===== config.mk =====
export PLATFORM = sky130hd
export DESIGN_NAME = fetch_stage_flat
export DESIGN_NICKNAME = d
export VERILOG_FILES = /design/src/rtl/pipeline_pkg.sv /design/src/rtl/fetch_stage_if.sv /design/src/rtl/fetch_stage_ifid_reg.sv /design/src/rtl/fetch_stage.sv /design/src/flat_wrapper.sv
export SDC_FILE = /design/constraint.sdc
export NUM_CORES = 1
export LEC_CHECK = 0
export BUFFER_PORTS_ARGS = -buffer_cell sky130_fd_sc_hd__buf_2
export CAP_MARGIN = 20
export CORE_UTILIZATION = 52
export CTS_CLUSTER_DIAMETER = 40
export CTS_CLUSTER_SIZE = 25
export DETAILED_ROUTE_END_ITERATION = 8
export HOLD_SLACK_MARGIN = 0.12
export PLACE_DENSITY = 0.89
export SLEW_MARGIN = 20
export SYNTH_ARGS = -nofsm -noshare
export SYNTH_HDL_FRONTEND = slang
export SYNTH_HIERARCHICAL = 1
export SYNTH_SLANG_ARGS = --single-unit
export TNS_END_PERCENT = 100

===== constraint.sdc =====
create_clock -name clk -period 3 [get_ports clk]
set_input_delay 0 -clock clk [delete_from_list [all_inputs] [get_ports clk]]
set_output_delay 0 -clock clk [all_outputs]
set_load 0.02 [all_outputs]

===== src/rtl/pipeline_pkg.sv =====
// Shared pipeline definitions: opcode field, NOP-class opcodes, bubble
// encoding and the fetch FSM state encoding.
package pipeline_pkg;

  localparam int OPCODE_MSB = 15;
  localparam int OPCODE_LSB = 12;
  localparam int OPCODE_W   = OPCODE_MSB - OPCODE_LSB + 1;

  // Opcodes that need the NOP counter to insert bubbles after them
  localparam logic [OPCODE_W-1:0] NOP_CLASS_OPCODES [2] = '{4'hE, 4'hF};

  // A bubble is an all-zero instruction word with the valid bit clear
  localparam logic [15:0] BUBBLE_INSTR = 16'h0000;

  typedef enum logic [1:0] {
    VEC_LO = 2'd0,
    VEC_HI = 2'd1,
    RUN    = 2'd2
  } fetch_state_t;

  function automatic logic is_nop_class(input logic [OPCODE_W-1:0] opcode);
    logic hit;
    hit = 1'b0;
    for (int i = 0; i < $size(NOP_CLASS_OPCODES); i++) begin
      if (opcode == NOP_CLASS_OPCODES[i]) hit = 1'b1;
    end
    return hit;
  endfunction

endpackage


===== src/rtl/fetch_stage_if.sv =====
// Fetch-stage bus bundle: instruction-memory port plus the IF/ID register
// outputs. The fetch stage is the master, memory/decode side the slave.
interface fetch_stage_if #(
  parameter int unsigned PC_W    = 32,
  parameter int unsigned INSTR_W = 16
);

  logic [PC_W-1:0]    imem_addr;
  logic [INSTR_W-1:0] imem_rdata;
  logic [INSTR_W-1:0] ifid_instr;
  logic [PC_W-1:0]    ifid_pc;
  logic               ifid_valid;

  modport master (
    output imem_addr,
    input  imem_rdata,
    output ifid_instr,
    output ifid_pc,
    output ifid_valid
  );

  modport slave (
    input  imem_addr,
    output imem_rdata,
    input  ifid_instr,
    input  ifid_pc,
    input  ifid_valid
  );

endinterface


===== src/rtl/fetch_stage_ifid_reg.sv =====
// IF/ID pipeline register with bubble, load and hold controls.
// Bubble has priority over load; with neither asserted the register holds.
module ifid_reg
  import pipeline_pkg::*;
#(
  parameter int unsigned PC_W    = 32,
  parameter int unsigned INSTR_W = 16
) (
  input  logic               clk,
  input  logic               reset,
  input  logic               load,
  input  logic               bubble,
  input  logic [INSTR_W-1:0] instr_in,
  input  logic [PC_W-1:0]    pc_in,
  output logic [INSTR_W-1:0] ifid_instr,
  output logic [PC_W-1:0]    ifid_pc,
  output logic               ifid_valid
);

  // Capture, squash or hold the instruction handed to decode
  always_ff @(posedge clk or negedge reset) begin
    if (!reset) begin
      ifid_instr <= '0;
      ifid_pc    <= '0;
      ifid_valid <= 1'b0;
    end else if (bubble) begin
      ifid_instr <= INSTR_W'(BUBBLE_INSTR);
      ifid_valid <= 1'b0;
    end else if (load) begin
      ifid_instr <= instr_in;
      ifid_pc    <= pc_in;
      ifid_valid <= 1'b1;
    end
  end

endmodule


===== src/rtl/fetch_stage.sv =====
// Instruction fetch stage: PC, optional reset-vector load FSM, NOP trigger
// and the IF/ID register. Define RESET_VECTOR_EN to load the start PC from
// memory words 0 (low half) and 1 (high half) after reset; otherwise the
// stage starts fetching at RESET_PC straight out of reset.
module fetch_stage
  import pipeline_pkg::*;
#(
  parameter int unsigned     PC_W     = 32,
  parameter int unsigned     INSTR_W  = 16,
  parameter logic [PC_W-1:0] RESET_PC = '0
) (
  input  logic              clk,
  input  logic              reset,
  input  logic              fetch_nop,
  input  logic              stall,
  input  logic              flush,
  input  logic [PC_W-1:0]   branch_target,
  output logic              nop_trigger,
  fetch_stage_if.master     bus
);

`ifdef RESET_VECTOR_EN
  localparam logic [PC_W-1:0] PC_RESET_VAL = '0;
`else
  localparam logic [PC_W-1:0] PC_RESET_VAL = RESET_PC;
`endif

  logic [PC_W-1:0] pc;
  logic [PC_W-1:0] pc_next;
  logic [PC_W-1:0] imem_addr_c;
  logic            ifid_load;
  logic            ifid_bubble;
  logic            trig_next;
  fetch_state_t    state;

`ifdef RESET_VECTOR_EN
  fetch_state_t    state_next;

  // FSM state register: every reset restarts the vector load
  always_ff @(posedge clk or negedge reset) begin
    if (!reset) state <= VEC_LO;
    else        state <= state_next;
  end

  // Next-state logic: walk the two vector words, stall freezes the walk
  always_comb begin
    state_next = state;
    case (state)
      VEC_LO:  if (!stall) state_next = VEC_HI;
      VEC_HI:  if (!stall) state_next = RUN;
      default: state_next = RUN;
    endcase
  end
`else
  assign state = RUN;
`endif

  // Output logic: PC update, IF/ID control and trigger for this edge
  always_comb begin
    pc_next     = pc;
    imem_addr_c = pc;
    ifid_load   = 1'b0;
    ifid_bubble = 1'b0;
    trig_next   = 1'b0;
    case (state)
`ifdef RESET_VECTOR_EN
      VEC_LO: begin
        if (!stall) pc_next = PC_W'(imem_rdata_lo());
      end
      VEC_HI: begin
        imem_addr_c = PC_W'(1);
        if (!stall) pc_next = PC_W'({bus.imem_rdata, pc[15:0]});
      end
`endif
      RUN: begin
        if (flush) begin
          pc_next     = branch_target;
          ifid_bubble = 1'b1;
        end else if (stall) begin
          pc_next = pc;
        end else if (fetch_nop) begin
          ifid_bubble = 1'b1;
        end else begin
          pc_next   = pc + PC_W'(1);
          ifid_load = 1'b1;
          // the cycle after a trigger never re-triggers
          trig_next = is_nop_class(bus.imem_rdata[OPCODE_MSB:OPCODE_LSB]) && !nop_trigger;
        end
      end
      default: pc_next = pc;
    endcase
  end

`ifdef RESET_VECTOR_EN
  function automatic logic [INSTR_W-1:0] imem_rdata_lo();
    return bus.imem_rdata;
  endfunction
`endif

  assign bus.imem_addr = imem_addr_c;

  // Program counter register
  always_ff @(posedge clk or negedge reset) begin
    if (!reset) pc <= PC_RESET_VAL;
    else        pc <= pc_next;
  end

  // One-cycle pulse to the NOP counter
  always_ff @(posedge clk or negedge reset) begin
    if (!reset) nop_trigger <= 1'b0;
    else        nop_trigger <= trig_next;
  end

  ifid_reg #(
    .PC_W    (PC_W),
    .INSTR_W (INSTR_W)
  ) u_ifid_reg (
    .clk        (clk),
    .reset      (reset),
    .load       (ifid_load),
    .bubble     (ifid_bubble),
    .instr_in   (bus.imem_rdata),
    .pc_in      (pc + PC_W'(1)),
    .ifid_instr (bus.ifid_instr),
    .ifid_pc    (bus.ifid_pc),
    .ifid_valid (bus.ifid_valid)
  );

endmodule


===== src/flat_wrapper.sv =====
// flat-port wrapper written by rule: the top's interface ports become plain ports
module fetch_stage_flat import pipeline_pkg::*;
#(
  parameter int unsigned     PC_W     = 32,
  parameter int unsigned     INSTR_W  = 16,
  parameter logic [PC_W-1:0] RESET_PC = '0
)
  (clk, reset, fetch_nop, stall, flush, branch_target, nop_trigger, bus_imem_addr, bus_imem_rdata, bus_ifid_instr, bus_ifid_pc, bus_ifid_valid);
  fetch_stage_if #(.PC_W(PC_W), .INSTR_W(INSTR_W)) bus_i ();
  input  logic clk;
  input  logic reset;
  input  logic fetch_nop;
  input  logic stall;
  input  logic flush;
  input  logic [PC_W-1:0] branch_target;
  output logic nop_trigger;
  output wire logic [$bits(bus_i.imem_addr)-1:0] bus_imem_addr;
  input wire logic [$bits(bus_i.imem_rdata)-1:0] bus_imem_rdata;
  output wire logic [$bits(bus_i.ifid_instr)-1:0] bus_ifid_instr;
  output wire logic [$bits(bus_i.ifid_pc)-1:0] bus_ifid_pc;
  output wire logic [$bits(bus_i.ifid_valid)-1:0] bus_ifid_valid;
  assign bus_imem_addr = bus_i.imem_addr;
  assign bus_i.imem_rdata = bus_imem_rdata;
  assign bus_ifid_instr = bus_i.ifid_instr;
  assign bus_ifid_pc = bus_i.ifid_pc;
  assign bus_ifid_valid = bus_i.ifid_valid;
  fetch_stage #(.PC_W(PC_W), .INSTR_W(INSTR_W), .RESET_PC(RESET_PC)) u_core (.clk(clk), .reset(reset), .fetch_nop(fetch_nop), .stall(stall), .flush(flush), .branch_target(branch_target), .nop_trigger(nop_trigger), .bus(bus_i));
endmodule

# After elaboration in Yosys (flattened, before gate mapping)
# Cells that the tools add are included.
# totals
output_inout_bits,82
reg_bits,82
input_bits,53
wordCells,37
# op_classes
addsub,1
n_eq_ne,4
n_reduce_logical,5
bitwise_logic,1
n_mux,21
# ops
cell,count
$mux W32,3
$add A32 B1 Y32 const B,1
$mux W16,2
$mux W1,16
$eq A4 B4 Y1 const B,2
$ne A2 B1 Y1 const B,2
$reduce_and A2 Y1,2
$reduce_bool A2 Y1,1
$logic_and A1 B1 Y1,1
$logic_not A1 Y1,1
$not A1 Y1,1

# Longest topological paths before layout
# Gate-level depths: netlist of the first run.
# logic_depth
depth_word,10
mapped_depth,9
mapped_depth_nobuf,6

# By module
# Netlist of the first run, hierarchy kept.
# by_module_without_submodules
mod,instances,seq_area_each_um2,area_each_um2,cells_each
fetch_stage,1,825.8,2448.6,304
ifid_reg,1,1226.2,2039.5,124

# Worst setup path before layout of the first run
# OpenSTA, ideal clock, no wires.
# synth_timing
kind,reg2reg
start,register u_core.pc[2] (netlist: u_core/bus.imem_addr[2])
end,register u_core.u_ifid_reg.ifid_pc[21]
t_required_ns,2.875
stages_incl_launch_ff,7
path_buffers,1
period_less_slack_ns,2.384
slack_ns,0.616
setup_ns,0.125
t_arrival_ns,2.259
cell_sequence,dfrtp_1 -> nand3_1 -> buf_2 -> nor4_1 -> nand4_1 -> xnor2_1 -> mux2_4
# synth_via
elab_chain_len,1
# synth_rtl
element,line_no,source
"start, declared",fetch_stage.sv:28,logic [PC_W-1:0] pc;
"start signal, assigned",fetch_stage.sv:105,else pc <= pc_next;
$add A32 B1 Y32,fetch_stage.sv:123,".pc_in (pc + PC_W'(1)),"
"end signal, assigned",fetch_stage_ifid_reg.sv:31,ifid_pc <= pc_in;
"end, declared",fetch_stage_ifid_reg.sv:16,"output logic [PC_W-1:0] ifid_pc,"
# No other way between the ends.
# A chain may end at the register's enable or synchronous reset.

# Final worst setup path of the first run
# layout_timing
start,register u_core.pc[0] (netlist: u_core/bus.imem_addr[0])
end,register u_core.pc[28] (netlist: u_core/bus.imem_addr[28])
# layout_via
elab_chain_len,4
# layout_rtl
element,line_no,source
$add A32 B1 Y32,fetch_stage.sv:84,pc_next = pc + PC_W'(1);
$mux W32,fetch_stage.sv:81,end else if (fetch_nop) begin
$mux W32,fetch_stage.sv:79,end else if (stall) begin
$mux W32,fetch_stage.sv:76,if (flush) begin
# No other way between the ends. The select of a mux whose other input is x is not followed.

==> qor.txt, run 1 <==
Status: completed
Fin nets: 653
Final wirelength: 12.3 mm
Utilization after layout: 0.709
Req. time, crit path: 3.27 ns
WP data arrival: 2.92 ns
CP Class: flop to flop
GRT Total Usage: 0.285
Row cnt: 33
Antenna viol nets, final: 0
Most common cell on crit path: or4_1
Largest family of logic cells by synthesized area: simple AND/OR/NAND/NOR gates
Post-synthesis cell count: 428
Ys flop type: dfrtp_1
Crit path from: u_core/bus.imem_addr[0]
Die ar.: 0.00901 sq mm
Syn Std Cell Area: 0.00449 sq mm
Fin crit period: 2.65 ns
Drt first-iter violations: 284
Post-Synth XOR/XNOR Area: 0.0800
Min-delay src: flush
Worst hold path class: primary input to flop
PD cells: 538 mW/mm^2
Post-layout total power: 3.17 mW
Final HPWL DP: 8.04 mm
Yosys reg bits: 82
Ys async rst share: 1.00
PortBufs: 134
Seq/Total Area, Yosys: 0.457
Yosys warns: 6
Drt via density: 5.78
Max-cap violation count: 0
Fmax: 0.377 GHz
Post-CTS setup buffer count: 0
TritonCTS clock tree: done
Most common cell after layout, fill and taps aside: buf_2
Hold_buf cts: 50
Top Ports: 135
Gpl congestion: 0.831
Non-filler cells, final: 709
Placed Cells: 643
CP endpoint kind: flop
Pre-Repair DR Iteration Count: 5
Netlist cell types: 42
Root Buffer: clkbuf_8
Core footprint: 0.00830 sq mm
Post-synthesis simple-gate area fraction: 0.197
Syn-to-layout area delta: 31.1%
CTS Buf Count: 9
R2r setup slk: 0.35 ns
Endpoints failing setup: 0
WL per Instance: 17.4 um
Initial antenna violation count: 0
Worst clock skew: 0.0106 ns
Max Root-Sink Buffers: 2
Hold_ws: 0.168 ns
Unrepaired setup endpoints after global routing: false
Final Hold Violating Endpoints: 0
Die Y: 94.9 um
# clock sinks: 82
Biggest fanout along the worst timing path: 11
Final Cycle Share: 0.884
Syn Nets: 482
Layout cells sized above 1: 0.328
Adder-cell share of the synthesized area: 0.00279
Post-synthesis mux area share: 0.143
Avg Inst Size Synth: 10.5 sq um
EDFF count, synth: 0
Clk pin slew, worst setup/hold paths: 0.09 ns
Largest net degree at the start of global routing: 83
Initial Util: 0.541
Most frequent cells in the layout: buf_2, dfrtp_1, dlygate4sd3_1
CP startpoint kind: flop
Crit path cell chain: ha_1 -> nand4_1 -> or4_1 -> or4_1 -> a31oi_1
Clock latency on the worst-skew pair: 0.36 ns
Vias in the first global route: 3915
Slowest cell on the critical path: or4_1
First-pass GRT wire length: 19.5 mm
Leak pwr: 2.66 nW
Compound-cell area share of the yosys netlist: 0.0714
Total number of vias: 4096
Gates resized, CTS repair: 0
Antenna Cells: 0
H-Tree Level Count: 3
# DRC: 0
Largest stage delay on the critical path: 0.77 ns
Worst slew margin: 0.505
Worst-Margin Slew: 0.743 ns
Total gr overflow: 0
TNS Setup: 0 ns
Worst vdd ir: 0.336 mV
FF-to-FF Start: u_core/bus.imem_addr[0]
Slew Limit Fails: 0
Die W: 94.9 um
-- cells by family (layout without fill, tap and decap cells) --
group	Yosys count	count (layout)
fa+ha+maj	1	1
flops	82	82
xor+xnor	41	41
simple gates	167	167
compound gates	50	50
buf+inv	38	214
mux	49	49
-- through the flow --
stage          instance area (sq um)  setup slack (ns)
4_1_cts                         5880             0.427
2_1_floorplan                   4490             0.616
3_3_place_gp                    5180             0.648
3_5_place_dp                    5180             0.480
6_report                        5880             0.348
5_1_grt                         5880             0.230
-- critical path: cells and delay by family (launching register included) --
kind	cells	cell delay, ns
compound gates	1	0.20
simple gates	3	1.57
fa+ha+maj	1	0.30
flops	1	0.48
-- synthesized netlist by cell type, types with 2 or more instances --
cell type	instances	share of area
buf_6	2	0.0050
mux2_4	30	0.10
a311o_1	2	0.0045
o31ai_1	10	0.017
nor2_1	48	0.040
inv_1	5	0.0042
and3_1	4	0.0056
nand3_1	14	0.016
or3_1	7	0.0098
buf_12	3	0.013
and4_1	5	0.0098
nand4b_1	2	0.0039
nor4_1	4	0.0056
o21ai_0	18	0.020
or4_1	16	0.027
dfrtp_1	82	0.46
mux2_2	2	0.0050
or2_2	3	0.0042
xor2_1	20	0.039
nand2_1	31	0.026
nor3_1	9	0.010
clkbuf_1	19	0.016
buf_2	7	0.0078
a31oi_1	16	0.022
nand4_1	16	0.022
mux2i_1	17	0.038
xnor2_1	21	0.041
-- path summary, 6_finish.rpt --
kind,end,cells past startpoint
worst max-delay path,u_core/bus.imem_addr[28],5
worst min-delay path,u_core/bus.imem_addr[10],3
worst min register to register,u_core/u_ifid_reg/ifid_pc[22],1
worst max register to register,u_core/bus.imem_addr[28],5
max in group asynchronous,u_core/bus.imem_addr[20],2
min in group asynchronous,u_core/bus.imem_addr[3],2
-- final cells by class --
cell class / count / area (sq um)
inverter: 6 / 22.5
multi-input combinational: 308 / 2230
clock buffer: 11 / 141
timing repair buffer: 192 / 1250
tap: 105 / 131
clock inverter: 5 / 61.3
fill: 584 / 2410
sequential: 82 / 2050
-- flip-flops by register name, summed over array words and instances (netlist names) --
register,flops
u_core/bus.imem_addr,32
u_core/nop_trigger,1
u_core/u_ifid_reg/ifid_instr,16
u_core/u_ifid_reg/ifid_pc,32
u_core/u_ifid_reg/ifid_valid,1
-- report_power, final --
group | switching, mW | total, mW | internal, mW
combinational | 0.482 | 0.903 | 0.420
sequential | 0.158 | 1.43 | 1.27
clock | 0.420 | 0.833 | 0.413
total | 1.06 | 3.17 | 2.11
-- per-layer routing --
layer | GRT usage | wire length [um]
met3 | 0.0531 | 888
met5 | 0 | 0
met4 | 0.131 | 340
met2 | 0.475 | 6110
met1 | 0.357 | 4980
Note: power is estimated with default switching activity, not from simulation.
==> run 2: changes to the inputs <==
--- a/config.mk
+++ b/config.mk
@@ -12,7 +12,7 @@
 export CTS_CLUSTER_SIZE = 25
 export DETAILED_ROUTE_END_ITERATION = 8
 export HOLD_SLACK_MARGIN = 0.12
-export PLACE_DENSITY = 0.89
+export PLACE_DENSITY = 0.92
 export SLEW_MARGIN = 20
 export SYNTH_ARGS = -nofsm -noshare
 export SYNTH_HDL_FRONTEND = slang
==> qor.txt, run 2 (same netlist as run 1, synthesis figures left out) <==
GRT Total Usage: 0.282 (-0.00316)
Sw frac: 0.342 (+0.00660)
Fmax: 0.393 GHz (+4.2%)
Clock power share: 0.262 (about the same)
TNS Setup: 0 ns (unchanged)
Root Buffer: clkbuf_8
Non-filler cells, final: 709 (unchanged)
Utilization after layout: 0.707 (-0.00181)
Row cnt: 33 (unchanged)
Biggest fanout along the worst timing path: 11 (unchanged)
Clk pin slew, worst setup/hold paths: 0.09 ns (about the same)
Die W: 94.9 um (unchanged)
Crit path from: u_core/bus.imem_addr[0]
M2 GR Usage: 0.487 (+0.0114)
Busiest layer in global routing: met2
Min-delay src: stall
Worst hold path class: primary input to flop
PD cells: 539 mW/mm^2 (+0.18%)
Leak pwr: 2.64 nW (-0.41%)
PortBufs: 134 (unchanged)
Final WS setup: 0.454 ns (+0.106 ns)
Initial Util: 0.541 (unchanged)
Hold_buf cts: 50 (unchanged)
Gates resized, CTS repair: 0 (unchanged)
Hold Path End: u_core/u_ifid_reg/ifid_instr[7]
Pre-Repair DR Iteration Count: 4 (-1)
CP endpoint kind: flop
Worst vdd ir: 0.320 mV (-4.8%)
Drt via density: 5.79 (+0.17%)
Most frequent cells in the layout: buf_2, dfrtp_1, dlygate4sd3_1
Internal power: 2.08 mW (-1.1%)
H-Tree Level Count: 3 (unchanged)
Post-route cell area: 0.00587 sq mm (-0.26%)
Req. time, crit path: 3.28 ns (about the same)
Fin nets: 653 (unchanged)
# DRC: 0 (unchanged)
Layout cells sized above 1: 0.329 (+0.00166)
WL per Instance: 17.1 um (-1.5%)
# clock sinks: 82 (unchanged)
Post-place instance area: 0.00516 sq mm (-0.24%)
Worst clock skew: 0.0113 ns (+0.000627 ns)
Endpoints failing setup: 0 (unchanged)
Final HPWL DP: 7.81 mm (-2.9%)
Initial antenna violation count: 0 (unchanged)
Largest net degree at the start of global routing: 83 (unchanged)
Total number of vias: 4103 (+0.17%)
Final Cycle Share: 0.849 (-0.0353)
WP data arrival: 2.83 ns (-0.09 ns)
Top Ports: 135 (unchanged)
Total gr overflow: 0 (unchanged)
Gpl congestion: 0.853 (+2.6%)
Most common cell after layout, fill and taps aside: buf_2
TritonCTS clock tree: done
Unrepaired setup endpoints after global routing: false
Placed Cells: 643 (unchanged)
Core footprint: 0.00830 sq mm (unchanged)
FF-to-FF Start: u_core/bus.imem_addr[0]
Drt first-iter violations: 268 (-5.6%)
Combinational Power Share: 0.284 (about the same)
Final Hold Violating Endpoints: 0 (unchanged)
Worst reg2reg path depth: 5 (unchanged)
Worst-Margin Slew: 0.771 ns (+0.0279 ns)
Max Root-Sink Buffers: 2 (unchanged)
Worst slew margin: 0.482 (-0.0229)
Antenna viol nets, final: 0 (unchanged)
First-pass GRT wire length: 19.3 mm (-0.85%)
CP startpoint kind: flop
Antenna Cells: 0 (unchanged)
Worst reg2reg endpoint: u_core/bus.imem_addr[30]
Pre-CTS setup slack: 0.505 ns (+0.0251 ns)
Post-CTS setup buffer count: 0 (unchanged)
M3 GR Usage: 0.0523 (-0.000805)
M1 GR Usage: 0.344 (-0.0127)
Die Y: 94.9 um (unchanged)
Cell count of the worst hold path: 4 (+1)
Die ar.: 0.00901 sq mm (unchanged)
Vias in the first global route: 4004 (+2.3%)
Max-cap violation count: 0 (unchanged)
Fin crit period: 2.55 ns (-0.106 ns)
Slew Limit Fails: 0 (unchanged)
Syn-to-layout area delta: 30.8%
Status: completed
R2r setup slk: 0.45 ns (+0.11 ns)
Sequential power share: 0.454 (+0.002)
CP Class: flop to flop
Final wirelength: 12.1 mm (-1.5%)
Psw: 1.08 mW (+1.9%)
CTS Buf Count: 9 (unchanged)
Clock latency on the worst-skew pair: 0.36 ns (about the same)
[run 2: cell types whose count changed in the layout (fill, tap and decap cells not counted)]
cell / change
buf_12: -1
buf_4: +1
clkbuf_1: -1
clkbuf_8: -1
clkinv_4: -1
clkinvlp_4: +2
inv_6: +1
[run 2: metal layers]
layer | wire length [um] | share of wire
met1 | 4950 | 0.41
met3 | 762 | 0.063
met4 | 274 | 0.023
met2 | 6140 | 0.51
met5 | 0 | 0
[run 2: how the worst max path moves through the flow]
| stage | end | slack (ns) |
|---|---|---|
| final | u_core/bus.imem_addr[30] | 0.45 |
| after global routing | u_core/bus.imem_addr[30] | 0.28 |
| after CTS | u_core/bus.imem_addr[30] | 0.48 |
| after detailed placement | u_core/bus.imem_addr[30] | 0.50 |
| after global placement | u_core/bus.imem_addr[28] | 0.64 |
| after floorplan | u_core/u_ifid_reg/ifid_pc[21] | 0.62 |
[run 2: worst max-delay path: stages (launching register included)]
cell     delay [ns]
dfrtp_1        0.46
ha_1           0.30
nand4_1        0.31
or4_1          0.76
or4_1          0.46
a31oi_1        0.18
[run 2: layout make-up]
cell class / count / area [sq um]
Fill cell: 618 / 2430
Multi-Input combinational cell: 308 / 2230
Sequential cell: 82 / 2050
Timing Repair Buffer: 192 / 1240
Tap cell: 105 / 131
Clock buffer: 9 / 124
Clock inverter: 7 / 76.3
Inverter: 6 / 22.5
[run 2: power by group through the flow]
stage | clock (mW) | sequential [mW] | combinational, mW
floorplan | 0 | 1.63 | 0.353
global placement | 0 | 1.44 | 0.826
detailed placement | 0 | 1.45 | 0.843
CTS | 0.838 | 1.43 | 0.895
global route | 0.895 | 1.46 | 0.958
finish | 0.828 | 1.44 | 0.900
[run 2: metrics by stage]
step | power (mW) | hold WS, ns
floorplan | 1.98 | -0.296
global placement | 2.26 | 0.209
detailed placement | 2.29 | 0.222
CTS | 3.17 | 0.149
global route | 3.31 | 0.158
finish | 3.16 | 0.154
